File: src/rtl/serial_adder_ctrl.sv
// Bit-serial adder sequencer driving an external single-bit full-adder cell, LSB first.
// Optional subtract mode is enabled by defining SERIAL_ADD_SUB_EN.
module serial_adder_ctrl #(
   parameter int WIDTH = 8
) (
   input  logic             clk,
   input  logic             rst_n,
   input  logic             start,
   input  logic [WIDTH-1:0] a,
   input  logic [WIDTH-1:0] b,
   input  logic             cin,
`ifdef SERIAL_ADD_SUB_EN
   input  logic             sub,
`endif
   output logic             busy,
   output logic             done,
   output logic [WIDTH-1:0] sum,
   output logic             cout,
   output logic             fa_a,
   output logic             fa_b,
   output logic             fa_c,
   input  logic             fa_sum,
   input  logic             fa_carry
);

   localparam int CW = (WIDTH > 1) ? $clog2(WIDTH) : 1;

   typedef enum logic [1:0] {
      IDLE,
      RUN,
      DONE
   } state_t;

   state_t           stateQ;
   logic [WIDTH-1:0] aQ;
   logic [WIDTH-1:0] bQ;
   logic [WIDTH-1:0] resQ;
   logic [WIDTH-1:0] sumQ;
   logic             carryQ;
   logic             coutQ;
   logic             busyQ;
   logic             doneQ;
   logic [CW-1:0]    cntQ;

   logic [WIDTH-1:0] resD;
   logic [WIDTH-1:0] bLoadD;
   logic             carryLoadD;
   logic             lastBitD;

   always_comb begin
      resD     = (resQ >> 1) | (WIDTH'(fa_sum) << (WIDTH - 1));
      lastBitD = (cntQ == CW'(WIDTH - 1));
`ifdef SERIAL_ADD_SUB_EN
      bLoadD     = sub ? ~b : b;
      carryLoadD = sub ? 1'b1 : cin;
`else
      bLoadD     = b;
      carryLoadD = cin;
`endif
   end

   // Operand and carry registers are left at zero outside RUN, so the
   // full-adder inputs can come straight from them.
   always_ff @(posedge clk) begin
      if (!rst_n) begin
         stateQ <= IDLE;
         aQ     <= '0;
         bQ     <= '0;
         resQ   <= '0;
         sumQ   <= '0;
         carryQ <= 1'b0;
         coutQ  <= 1'b0;
         busyQ  <= 1'b0;
         doneQ  <= 1'b0;
         cntQ   <= '0;
      end else begin
         doneQ <= 1'b0;
         case (stateQ)
            IDLE, DONE: begin
               if (start) begin
                  aQ     <= a;
                  bQ     <= bLoadD;
                  carryQ <= carryLoadD;
                  resQ   <= '0;
                  cntQ   <= '0;
                  busyQ  <= 1'b1;
                  stateQ <= RUN;
               end else begin
                  stateQ <= IDLE;
               end
            end
            RUN: begin
               aQ     <= aQ >> 1;
               bQ     <= bQ >> 1;
               resQ   <= resD;
               carryQ <= fa_carry;
               cntQ   <= cntQ + CW'(1);
               if (lastBitD) begin
                  sumQ   <= resD;
                  coutQ  <= fa_carry;
                  carryQ <= 1'b0;
                  cntQ   <= '0;
                  busyQ  <= 1'b0;
                  doneQ  <= 1'b1;
                  stateQ <= DONE;
               end
            end
            default: begin
               stateQ <= IDLE;
            end
         endcase
      end
   end

   assign busy = busyQ;
   assign done = doneQ;
   assign sum  = sumQ;
   assign cout = coutQ;
   assign fa_a = aQ[0];
   assign fa_b = bQ[0];
   assign fa_c = carryQ;

endmodule

File: config.mk
export PLATFORM = sky130hd
export DESIGN_NAME = serial_adder_ctrl
export DESIGN_NICKNAME = d
export VERILOG_FILES = /design/src/rtl/serial_adder_ctrl.sv
export SDC_FILE = /design/constraint.sdc
export NUM_CORES = 1
export LEC_CHECK = 0
export CORE_AREA = 2 2 59 61
export DETAILED_ROUTE_END_ITERATION = 10
export DIE_AREA = 0 0 61 63
export GPL_ROUTABILITY_DRIVEN = 0
export PLACE_DENSITY = 0.85
export SYNTH_ARGS = -nofsm -noshare
export SYNTH_HDL_FRONTEND = slang
export SYNTH_SLANG_ARGS = --single-unit
File: constraint.sdc
create_clock -name clk -period 2.05 [get_ports clk]
set_input_delay 0.615 -clock clk [delete_from_list [all_inputs] [get_ports clk]]
set_output_delay 0.615 -clock clk [all_outputs]
set_load 0.02 [all_outputs]
==> results of run 1 <==
[state kept, by name, indices dropped and copies added, names as in the netlist]
signal  count
stateQ      2
resQ        7
fa_c        1
bQ          8
busy        1
done        1
aQ          8
sum         8
cout        1
cntQ        3
[power by group]
group	switching, W	leakage [nW]	internal [W]
clock	0.000245	0.0422	0.000256
sequential	0.0000203	0.327	0.000815
combinational	0.000102	0.373	0.0000991
total	0.000367	0.742	0.00117
[per-layer routing]
layer	GRT usage, %	wire [um]	vias up
li1	-	-	723
met1	22.4	1490	643
met2	27.7	1420	39
met3	6.42	164	8
met4	8.15	72	0
met5	0	0	-
[logic make-up (layout without fill, tap and decap cells)]
kind of cell,count (synthesis),after routing,share of synthesized area (%)
buffers and inverters,17,48,6.08
flip-flops,40,40,49.3
adder cells (fa/ha/maj),2,2,1.54
AO/OA/AOI/OAI,52,52,20.3
AND/OR/NAND/NOR,80,80,22.2
multiplexers,1,1,0.616
[worst min-delay path, stage by stage, from the launching register on]
cell and delay [ns]:
dfxtp_1 0.32, nand2_1 0.05, a21boi_0 0.06
[synthesized netlist by cell type]
library cell / instances
buf_2: 6
clkbuf_1: 5
o21ai_1: 1
nand3b_1: 1
and2b_1: 1
nor2_1: 1
clkbuf_2: 1
a21oi_1: 1
and3_1: 2
mux2i_1: 1
nand2b_1: 2
buf_4: 3
a21boi_1: 5
buf_6: 2
dfxtp_1: 40
o221ai_1: 1
nor4b_1: 1
a31oi_1: 15
nor2b_1: 4
ha_1: 2
o21ai_0: 15
nand2_1: 47
nand3_1: 19
and2_1: 1
a21boi_0: 14
nor3_1: 1
[worst max path at each step]
stage	endpoint	slack (ns)	cells after the start
3_5_place_dp	bQ[4]	0.27	5
5_1_grt	fa_b	0.08	1
3_3_place_gp	aQ[4]	0.31	5
2_1_floorplan	busy	0.71	5
4_1_cts	sum[3]	0.10	1
6_report	fa_c	0.13	1
[metrics by stage]
| step | power (W) | area [um2] |
|---|---|---|
| floorplan | 0.000977 | 1630 |
| finish | 0.00154 | 2070 |
| CTS | 0.00155 | 2070 |
| detailed placement | 0.00105 | 2000 |
| global placement | 0.00105 | 2000 |
| global route | 0.00161 | 2070 |
[final cells by class]
cell class	count	area, um2	share of cell area (%)
sequential	40	801	38.6
multi-input combinational	135	726	35.0
timing repair buffer	40	413	19.9
tap	46	57.6	2.78
clock buffer	6	41.3	1.99
clock inverter	2	35.0	1.69
[layout by cell type (no fill, tap or decap), drive strengths merged, types with 4 or more instances in the layout]
cell type,synthesis,final
dfxtp,40,40
buf,11,5
a21boi,19,19
nand2,47,47
nor2b,4,4
clkdlybuf4s50,0,35
a31oi,15,15
o21ai,16,16
nand3,19,19
clkbuf,6,6
==> summary.md, run 1 <==
| Metric | Value |
|---|---|
| Crit path required time | `1.43 ns` |
| Largest stage delay on the critical path | `about 0.6 ns` |
| Pleak | `between 0.7 and 0.8 nW` |
| Ys Warns | `0` |
| Post-CTS setup buffers | `0` |
| Vias in the first global route | `roughly 1.2k` |
| Synth unique cells | `26` |
| Final WL | `approximately 3.1 mm` |
| Hold worst-path end | `sum[1]` |
| Synthesized netlist cell count | `approximately 190` |
| Setup-failing EPs final | `0` |
| FF-to-FF Start | `cntQ[0]` |
| Die Span Y | `63 um` |
| Critical Path Start Type | `flip-flop` |
| Hold Crit Depth | `2` |
| Slew margin rel. | `roughly 60%` |
| Worst-path fanout max | `2` |
| Antenna viol nets, final | `0` |
| Clock Sink Count | `40` |
| Largest cells by area after synthesis | `dfxtp_1, nand2_1, a21boi_0` |
| Largest net degree at the start of global routing | `43` |
| Actual slew at the worst max-slew pin | `approximately 0.61 ns` |
| Hold slack | `around 0.47 ns` |
| # IOs | `36` |
| Post-DP HPWL | `~2.0 mm` |
| First-pass GRT wire length | `roughly 5.3 mm` |
| Die ar. | `3840 um2` |
| Reg-to-Reg End | `cout` |
| Syn_area_per_cell | `around 8.5 um2` |
| Hold Buf Count CTS | `0` |
| Critical path's top delay family | `buffers and inverters` |
| Worst VDD drop | `around 0.00043 V` |
| CP Class | `reg2out` |
| Clock tree buffer depth | `2` |
| Post-cts resize count | `0` |
| Root buf cell | `clkbuf_4` |
| Arr. time, crit path | `about 1.3 ns` |
| Total GRT Usage | `a little under a fifth` |
| Initial core utilization | `approximately 50%` |
| Status | `complete, no violations` |
| Crit. End Element | `output pin` |
| Synth area leader | `dfxtp_1` |
| Initial antenna violation count | `0` |
| First DRT Iteration DRCs | `60` |
| Final hold vios | `0` |
| Worst skew pair latency | `between 0.3 and 0.4 ns` |
| Mapped Area | `~1600 um2` |
| Number of diodes | `0` |
| Worst path slowest cell | `clkdlybuf4s50_1` |
| Final setup TNS | `0 ns` |
| Core area | `between 3000 and 4000 um2` |
| Clock buffer count from CTS | `5` |
| P&R area growth vs syn | `27.6%` |
| Setup WS post-layout | `0.127 ns` |
| Crit. Startpoint | `fa_c` |
| Reg2Reg Depth | `5` |
| Post-Synthesis Net Count | `~220` |
| HP Start | `sum[1]` |
| CP bufs+invs | `1` |
| Drc violations | `0` |
| H-tree Lvls | `2` |
| Slew Limit Fails | `0` |
| Worst Clk Skew | `0.0108 ns` |
| R2R Setup Slk | `between 0.6 and 0.7 ns` |
| Wire per inst | `around 12 um` |
| Finished Layout Cells | `approximately 270` |
| Tcrit/Tclk final | `a little over nine tenths` |
| Tmin final | `about 1.9 ns` |
| DR vias/cell | `5.25` |
| Clock transition at path regs | `between 0.1 and 0.15 ns` |
| Seq/Total Area, Yosys | `49.3%` |
| Fmax | `approximately 520 MHz` |
| CTS tree | `built` |
| Worst Hold Class | `reg2reg` |
| 1st-pass router iterations | `4` |
| Standard-cell rows | `21` |
| Synth top area share | `just under 50%` |
| Final core occ | `64.2%` |
| Pre-CTS WS | `0.273 ns` |
| RSZ-0062 raised after global routing | `no` |
| P per Cell Area | `approximately 740 nW/um2` |
| Vias post-DR | `about 1.4k` |
| FILL cells | `approximately 280` |
| Final nets | `246` |
| DIE WIDTH | `61 um` |
| Max-capacitance violation count | `0` |
| CP Cell Sequence | `clkdlybuf4s50_1` |
| Fraction of layout cells with a size suffix above 1 | `roughly 5.4%` |
| Port Buffers | `35` |
| Grt total ovfl | `0` |
| Number of synthesized register bits | `40` |
| Cell count after placement | `approximately 260` |
No activity file was read; power rests on OpenSTA's default activity.
==> run 2: changes to the inputs <==
--- a/config.mk
+++ b/config.mk
@@ -5,11 +5,11 @@
 export SDC_FILE = /design/constraint.sdc
 export NUM_CORES = 1
 export LEC_CHECK = 0
-export CORE_AREA = 2 2 59 61
+export CORE_AREA = 2 2 64 66
 export DETAILED_ROUTE_END_ITERATION = 10
-export DIE_AREA = 0 0 61 63
+export DIE_AREA = 0 0 66 68
 export GPL_ROUTABILITY_DRIVEN = 0
-export PLACE_DENSITY = 0.85
+export PLACE_DENSITY = 0.77
 export SYNTH_ARGS = -nofsm -noshare
 export SYNTH_HDL_FRONTEND = slang
 export SYNTH_SLANG_ARGS = --single-unit
==> constraint.sdc (replaced) <==
create_clock -name clk -period 1.65 [get_ports clk]
set_input_delay 0.495 -clock clk [delete_from_list [all_inputs] [get_ports clk]]
set_output_delay 0.495 -clock clk [all_outputs]
set_load 0.02 [all_outputs]
==> run 2 against run 1 <==
Via count fell by 0.92%. Combinational power rose by 30%. Wire length rose by 7.0%. Utilization fell by 9.0 points. Design area rose by 2.6%. Sequential power rose by 24%.
==> summary.md, run 2 (synthesis results as in run 1) <==
| Metric | Value |
|---|---|
| Final WL | `between 3 and 4 mm` |
| Largest stage delay on the critical path | `about 0.34 ns` |
| CTS tree | `built` |
| Commonest non-fill, non-tap cell in the layout | `nand2_1` |
| Slew margin rel. | `approximately three quarters` |
| P&R area growth vs syn | `30.9%` |
| Pwr Total | `0.00207 W` |
| Area of the multi-input gates | `between 700 and 800 um2` |
| Hold Buf Count CTS | `0` |
| RSZ-0062 raised after global routing | `no` |
| Worst Hold Class | `reg2reg` |
| Critical path's top delay family | `flip-flops` |
| FILL cells | `between 300 and 400` |
| Worst-path fanout max | `2` |
| Tmin final | `~1.5 ns` |
| DIE WIDTH | `between 60 and 70 um` |
| Wire per inst | `~12 um` |
| Grt total ovfl | `0` |
| Clock Sink Count | `40` |
| CP Cell Sequence | `dlygate4sd2_1` |
| Worst skew pair latency | `a little under 0.3 ns` |
| Pre-CTS WS | `-0.0510 ns` |
| Crit path required time | `~1.2 ns` |
| Sw Share | `a little under a quarter` |
| First DRT Iteration DRCs | `52` |
| Switching Power | `between 0.0004 and 0.0005 W` |
| H-tree Lvls | `2` |
| Comb power frac | `approximately an eighth` |
| Max-capacitance violation count | `0` |
| Arr. time, crit path | `slightly below 1 ns` |
| Critical Path Start Type | `flip-flop` |
| Worst path slowest cell | `dfxtp_1` |
| Sequential group share of total power | `approximately half` |
| Total GRT Usage | `16.7%` |
| Port Buffers | `35` |
| Die Span Y | `slightly below 70 um` |
| P per Cell Area | `~1000 nW/um2` |
| Number of diodes | `0` |
| Fraction of layout cells with a size suffix above 1 | `6.64%` |
| Actual slew at the worst max-slew pin | `~0.40 ns` |
| Setup-failing EPs final | `0` |
| Post-DP HPWL | `approximately 2.2 mm` |
| Worst VDD drop | `0.000609 V` |
| Largest net degree at the start of global routing | `41` |
| Commonest cells after routing, fill and taps aside | `nand2_1, dfxtp_1, clkdlybuf4s50_1, nand3_1` |
| Worst Clk Skew | `~0.0053 ns` |
| Clock tree buffer depth | `2` |
| Initial antenna violation count | `0` |
| Cell Int Power | `about 0.0016 W` |
| Clock power frac | `between 30% and 40%` |
| CP bufs+invs | `1` |
| Setup WS post-layout | `around 0.19 ns` |
| Antenna viol nets, final | `0` |
| Clock buffer count from CTS | `5` |
| Drc violations | `0` |
| Slew Limit Fails | `0` |
| Final nets | `between 200 and 250` |
| 1st-pass router iterations | `4` |
| First-pass GRT wire length | `between 5 and 6 mm` |
| Standard-cell rows | `23` |
| DR vias/cell | `5.07` |
| Vias in the first global route | `1304` |
| Final hold vios | `0` |
| Initial core utilization | `42.1%` |
| # IOs | `36` |
| Pleak | `between 0.8 and 0.9 nW` |
| Crit. End Element | `output pin` |
| Core area | `3860 um2` |
| Root buf cell | `clkbuf_8` |
| Status | `complete, no violations` |
| Vias post-DR | `roughly 1.4k` |
| Die ar. | `4490 um2` |
| Flip-flop and latch area | `around 800 um2` |
| CP Class | `reg2out` |
| Fmax | `685 MHz` |
| Clock transition at path regs | `~0.07 ns` |
| Tcrit/Tclk final | `roughly nine tenths` |
run 2: changes by cell type in the layout (fill, tap and decap cells not counted):
cell,previous run,this run
buf_4,3,5
buf_12,2,3
clkdlybuf4s50_1,35,21
clkbuf_8,0,5
clkbuf_4,5,0
dlygate4sd2_1,0,14
run 2: what timing repair did:
item / CTS / global route
resized for setup: 14 / 0
setup endpoints to repair: 14 / 0
setup buffers: 0 / 0
run 2: cell type report:
class	count	area share, %
flip-flops and latches	40	37.6
multi-input cells	135	34.1
well taps	50	2.94
repair buffers	43	20.2
clock inverters	2	1.65
clock buffers	6	3.41
run 2: path summary, 6_finish.rpt:
check	from	endpoint	slack, ns	cells past startpoint
setup / recovery	fa_c	fa_c	0.19	1
hold / removal	sum[7]	sum[7]	0.46	2
setup reg to reg	cntQ[0]	sum[1]	0.24	5
hold reg to reg	sum[7]	sum[7]	0.46	2
run 2: worst register-to-register path: stages, from the launching register on:
cell and delay (ns):
dfxtp_1 0.33, ha_1 0.20, ha_1 0.18, nand3b_1 0.31, nand2_1 0.12, a21boi_0 0.20
run 2: per-layer routing:
| layer | up-vias | wire, um | track usage, % |
|---|---|---|---|
| li1 | 727 | - | - |
| met1 | 642 | 1530 | 20.4 |
| met2 | 24 | 1610 | 27.5 |
| met3 | 7 | 137 | 4.28 |
| met4 | 0 | 74 | 7.91 |
| met5 | - | 0 | 0 |
run 2: power groups by stage:
stage                     clock network [W]  logic [W]  registers, W
after CTS                          0.000802   0.000264       0.00104
after global routing               0.000830   0.000291       0.00104
after global placement                    0   0.000264       0.00106
after detailed placement                  0   0.000269       0.00106
after floorplan                           0   0.000149       0.00107
final                              0.000772   0.000262       0.00104
run 2: through the flow:
step                std cells  instance area, um2  hold WS (ns)  util, %  setup TNS (ns)
global route              276                2130         0.485     55.2               0
floorplan                 192                1630         0.444        -               0
finish                    276                2130         0.459     55.2               0
detailed placement        268                2040         0.458     52.8          -0.372
CTS                       276                2130         0.465     55.2               0
global placement          268                2040         0.454     52.8               0
